**config.mk**
```make
export PLATFORM = sky130hd
export DESIGN_NAME = serial_adder_flat
export DESIGN_NICKNAME = d
export VERILOG_FILES = /design/src/rtl/serial_adder_if.sv /design/src/rtl/serial_adder.sv /design/src/flat_wrapper.sv
export SDC_FILE = /design/constraint.sdc
export NUM_CORES = 1
export LEC_CHECK = 0
export ABC_CLOCK_PERIOD_IN_PS = 1260
export BUFFER_PORTS_ARGS = -buffer_cell sky130_fd_sc_hd__buf_2
export CAP_MARGIN = 15
export CORE_ASPECT_RATIO = 1.75
export CORE_UTILIZATION = 29
export CTS_CLUSTER_DIAMETER = 50
export CTS_CLUSTER_SIZE = 30
export DETAILED_ROUTE_END_ITERATION = 16
export HOLD_SLACK_MARGIN = 0.15
export PLACE_DENSITY = 0.47
export SLEW_MARGIN = 20
export SYNTH_ARGS = -nofsm -noshare
export SYNTH_HDL_FRONTEND = slang
export SYNTH_SLANG_ARGS = --single-unit
```
**constraint.sdc**
```tcl
create_clock -name clk -period 1.26 [get_ports clk]
set_input_delay 0.189 -clock clk [delete_from_list [all_inputs] [get_ports clk]]
set_output_delay 0.189 -clock clk [all_outputs]
set_load 0.05 [all_outputs]
```
**src/rtl/serial_adder_if.sv**
```systemverilog
// Operand/result handshake bundle for serial_adder. The cin signal exists only
// when SERIAL_ADDER_CIN_EN is defined.
interface serial_adder_if #(
  parameter int WIDTH = 8
);
  // Both channels use valid/ready: a transfer happens on a rising clk edge
  // where valid && ready. The producer holds valid until that edge.
  logic             in_valid;
  logic             in_ready;
  logic [WIDTH-1:0] a;
  logic [WIDTH-1:0] b;
`ifdef SERIAL_ADDER_CIN_EN
  logic             cin;
`endif
  logic             out_valid;
  logic             out_ready;
  logic [WIDTH-1:0] sum;
  logic             carry_out;

  modport slave (
    input  in_valid, a, b,
`ifdef SERIAL_ADDER_CIN_EN
    input  cin,
`endif
    input  out_ready,
    output in_ready, out_valid, sum, carry_out
  );

  modport master (
    output in_valid, a, b,
`ifdef SERIAL_ADDER_CIN_EN
    output cin,
`endif
    output out_ready,
    input  in_ready, out_valid, sum, carry_out
  );
endinterface

```
**src/rtl/serial_adder.sv**
```systemverilog
// Bit-serial WIDTH-bit adder: two half-adder cells plus a carry register, LSB first.
// Define SERIAL_ADDER_CIN_EN to add a carry-in sampled on the accept edge.
module serial_adder #(
  parameter int WIDTH = 8
) (
  input  logic                 clk,
  input  logic                 rst_n,
  serial_adder_if.slave        bus,
  output logic [1:0]           state_o
);
  localparam int CW = $clog2(WIDTH);
  localparam logic [CW-1:0] LAST = CW'(WIDTH - 1);

  typedef enum logic [1:0] {IDLE = 2'd0, SHIFT = 2'd1, DONE = 2'd2} state_t;

  state_t           state_q;
  logic [WIDTH-1:0] a_sh_q;
  logic [WIDTH-1:0] b_sh_q;
  logic [WIDTH-1:0] sum_q;
  logic             carry_q;
  logic             carry_out_q;
  logic [CW-1:0]    cnt_q;

  logic ha1_s, ha1_c, ha2_s, ha2_c;
  logic carry_d;
  logic carry_init;

  always_comb begin
    ha1_s   = a_sh_q[0] ^ b_sh_q[0];
    ha1_c   = a_sh_q[0] & b_sh_q[0];
    ha2_s   = ha1_s ^ carry_q;
    ha2_c   = ha1_s & carry_q;
    carry_d = ha1_c | ha2_c;
  end

`ifdef SERIAL_ADDER_CIN_EN
  assign carry_init = bus.cin;
`else
  assign carry_init = 1'b0;
`endif

  always_ff @(posedge clk or negedge rst_n) begin
    if (!rst_n) begin
      state_q     <= IDLE;
      a_sh_q      <= '0;
      b_sh_q      <= '0;
      sum_q       <= '0;
      carry_q     <= 1'b0;
      carry_out_q <= 1'b0;
      cnt_q       <= '0;
    end else begin
      case (state_q)
        IDLE: begin
          if (bus.in_valid) begin
            a_sh_q  <= bus.a;
            b_sh_q  <= bus.b;
            carry_q <= carry_init;
            cnt_q   <= '0;
            state_q <= SHIFT;
          end
        end
        SHIFT: begin
          // Each sum bit enters at the MSB so bit 0 ends up in sum_q[0].
          sum_q   <= {ha2_s, sum_q[WIDTH-1:1]};
          a_sh_q  <= {1'b0, a_sh_q[WIDTH-1:1]};
          b_sh_q  <= {1'b0, b_sh_q[WIDTH-1:1]};
          carry_q <= carry_d;
          cnt_q   <= cnt_q + 1'b1;
          if (cnt_q == LAST) begin
            carry_out_q <= carry_d;
            state_q     <= DONE;
          end
        end
        DONE: begin
          if (bus.out_ready) state_q <= IDLE;
        end
        default: state_q <= IDLE;
      endcase
    end
  end

  assign bus.in_ready  = (state_q == IDLE);
  assign bus.out_valid = (state_q == DONE);
  assign bus.sum       = sum_q;
  assign bus.carry_out = carry_out_q;
  assign state_o       = state_q;
endmodule

```
**src/flat_wrapper.sv**
```systemverilog
// flat-port wrapper written by rule: the top's interface ports become plain ports
module serial_adder_flat 
#(
  parameter int WIDTH = 8
)
  (clk, rst_n, state_o, bus_in_valid, bus_a, bus_b, bus_out_ready, bus_in_ready, bus_out_valid, bus_sum, bus_carry_out);
  serial_adder_if #(.WIDTH(WIDTH)) bus_i ();
  input  logic clk;
  input  logic rst_n;
  output logic [1:0] state_o;
  input wire logic [$bits(bus_i.in_valid)-1:0] bus_in_valid;
  input wire logic [$bits(bus_i.a)-1:0] bus_a;
  input wire logic [$bits(bus_i.b)-1:0] bus_b;
  input wire logic [$bits(bus_i.out_ready)-1:0] bus_out_ready;
  output wire logic [$bits(bus_i.in_ready)-1:0] bus_in_ready;
  output wire logic [$bits(bus_i.out_valid)-1:0] bus_out_valid;
  output wire logic [$bits(bus_i.sum)-1:0] bus_sum;
  output wire logic [$bits(bus_i.carry_out)-1:0] bus_carry_out;
  assign bus_i.in_valid = bus_in_valid;
  assign bus_i.a = bus_a;
  assign bus_i.b = bus_b;
  assign bus_i.out_ready = bus_out_ready;
  assign bus_in_ready = bus_i.in_ready;
  assign bus_out_valid = bus_i.out_valid;
  assign bus_sum = bus_i.sum;
  assign bus_carry_out = bus_i.carry_out;
  serial_adder #(.WIDTH(WIDTH)) u_core (.clk(clk), .rst_n(rst_n), .bus(bus_i), .state_o(state_o));
endmodule
```
==> impl_metrics.csv <==
group,metric,value,unit
outcome,status,"finished, violations left",
outcome,violations,"negative setup slack",
floorplan,die-area,5250,um^2
timing,period_needed,1.33,ns
placed_design,dpl_cell_area,1780,um^2
critical_path,end_kind,"output pin",
clocking,clkSinkCount,31,
detailed_routing,drtPass1Iterations,2,
synthesis,syn-cell-area,1440,um^2
clocking,clk_pin_slew_worst_paths,0.07,ns
critical_path,critPathLaunchType,"flop",
critical_path,crit_fanout,4,
synthesis,synth_simple_gate_area_share,17.2,%
grt,grt_pass1_vias,1276,
critical_path,crit_required,1.07,ns
placed_design,dp_hpwl,2.40,mm
hold_path,hold_class,"primary input to flop",
finish,final_util,44.2,%
clocking,root_buffer,"clkbuf_8",
timing,slew_headroom,72.8,%
clocking,numCtsBuffers,5,
timing,fin_ws,-0.0663,ns
finish,drive_gt1_share,44.9,%
placed_design,port-buffer-count,32,
synthesis,yosys_warnings,0,
timing,slew_violations,0,
power_and_ir_drop,finalPower,5810,uW
finish,fill_cells,483,
timing,setup_violations,3,
grt,grt_overflow,0,
synthesis,synth-seq-cells,31,
synthesis,yosysTopAreaCellShare,54.0,%
detailed_routing,num_vias,1186,
detailed_routing,drc_errors,0,
finish,fin_area,2080,um^2
timing,worstMarginPinSlew,0.408,ns
finish,final_nets,209,
synthesis,ys_seq_area_share,54.0,%
detailed_routing,postRouteAntennaNets,0,
clocking,cts_tree,"built",
timing,finalHoldViolations,0,
synthesis,yosysTopAreaCell,"dfrtp_1",
hold_path,min_delay_path_depth,3,
grt,grt_usage,14.4,%
grt,antenna_found_initial,0,
job,maxCapViolations,0,
floorplan,core,4710,um^2
power_and_ir_drop,power_leakage,0.00102,uW
power_and_ir_drop,powerDensity,2790,nW/um^2
floorplan,io_pins,33,
finish,mostFrequentLayoutCells,"30 x nand2_1, 29 x buf_2, 29 x dfrtp_1",
critical_path,crit_type,"flop to output pin",
clocking,cts_max_path_buffers,2,
detailed_routing,drt_iter0_markers,12,
synthesis,syn_nets,152,
synthesis,synth_fa_ha_area_share,3.14,%
synthesis,synth_compound_area_share,19.2,%
critical_path,rrSetupSlack,-0.06,ns
placed_design,dp_slack,-0.0510,ns
power_and_ir_drop,vdd_ir_drop_max,0.00164,V
critical_path,rr_worst_depth,4,
synthesis,synthMuxAreaShare,1.05,%
floorplan,initial_core_util,30.5,%
floorplan,rows,33,
grt,grt_max_degree,32,
detailed_routing,wl_per_cell,14.4,um
clocking,clock_latency,0.28,ns
detailed_routing,drt-total-wl,3.45,mm
clocking,cts.htree.levels,2,
detailed_routing,viasPerCell,4.96,
synthesis,synth-xor-area-share,0,%
synthesis,synth_area_leaders,"dfrtp_1 54%, o22a_1 11%, nand2_1 8.1%",
synthesis,synth.distinct_cells,28,
floorplan,die_h,95.1,um
synthesis,avgSynthCellArea,11.1,um^2
finish,diodes,0,
grt,grt_pass1_wl,5.87,mm
floorplan,dieWidth,55.2,um
timing,period_share,105,%
timing,max_freq,0.754,GHz
synthesis,synthCells,129,
finish,final_common_cell,"nand2_1",
synthesis,synth_top_family_by_area,"compound AO/OA/AOI/OAI gates",
timing,skew,0.00915,ns
placed_design,place_congestion,0.718,
critical_path,arrival,1.14,ns
finish,area_growth,44.9,%
timing,rsz0062_at_grt,"true",
-- final cells by class --
class / count / area [um^2] / share of cell area [%]
Clock buffer: 6 / 82.6 / 3.97
Clock inverter: 2 / 35.0 / 1.68
Inverter: 2 / 11.3 / 0.541
Multi-Input combinational cell: 88 / 661 / 31.7
Sequential cell: 31 / 778 / 37.4
Tap cell: 52 / 65.1 / 3.12
Timing Repair Buffer: 58 / 449 / 21.6
-- cell families (layout without fill, tap and decap cells) --
logic type               Yosys count  in the layout
multiplexers                       1              1
buffers and inverters             11             68
adder cells (fa/ha/maj)            3              3
flip-flops                        31             31
AND/OR/NAND/NOR                   49             50
AO/OA/AOI/OAI                     34             34
-- state kept, by name, indices dropped and copies added, names as in the netlist --
signal and flops:
u_core.a_sh_q 8, u_core.b_sh_q 8, u_core.bus.carry_out 1, u_core.state_o 2
u_core.carry_q 1, u_core.bus.sum 8, u_core.cnt_q 3
-- path summary, 6_finish.rpt --
check	start	to
worst max-delay path	u_core.state_o[0]	bus_in_ready
worst min-delay path	bus_a[7]	u_core.a_sh_q[7]
worst max register to register	u_core.state_o[0]	u_core.bus.carry_out
worst min register to register	u_core.bus.sum[0]	u_core.bus.sum[0]
max in group asynchronous	rst_n	u_core.state_o[0]
min in group asynchronous	rst_n	u_core.cnt_q[1]
-- metal layers --
layer	global-route usage, %	wire length (um)	part of all wire (%)	up-vias
met3	3.26	129	3.7	6
met2	27.0	1820	53	30
met5	0	0	0	-
met4	7.08	61	1.8	0
met1	15.0	1440	42	580
li1	-	-	-	570
-- timing repair --
item | CTS | global route
buffers inserted | 5 | 2
pin swaps | 0 | 9
hold buffers | 2 | 0
resized for setup | 12 | 17
endpoints found under the hold margin | 32 | 0
endpoints found under the setup margin | 5 | 31
gates cloned | 0 | 1
-- through the flow --
stage / setup TNS (ns) / hold slack [ns] / cells
floorplan: -1.40 / -0.107 / 129
global placement: -0.00764 / 0.232 / 221
detailed placement: -0.0510 / 0.238 / 221
CTS: -0.441 / 0.154 / 236
global route: -0.522 / 0.171 / 239
finish: -0.142 / 0.155 / 239
-- critical path: stages, from the launching register on --
cell and delay (ns):
dfrtp_2 0.45, buf_6 0.13, nor2_4 0.12, buf_8 0.15
-- power breakdown --
part           internal [uW]  switching [uW]
clock network            639             370
logic                   1410            1600
registers               1460             330
-- synth_stat cells (all sizes together) --
master  number
fa           1
a221o        1
a22o         3
a21oi        1
mux2         1
nor2         3
nand3b       4
nand2b       4
o221a        1
o21ai        5
a22oi        3
dfrtp       31
o21bai       1
inv          2
nand3        3
a32o         1
buf          9
nor2b        3
nand2       32
ha           2
o22a        18
No activity file was read; power rests on OpenSTA's default activity.
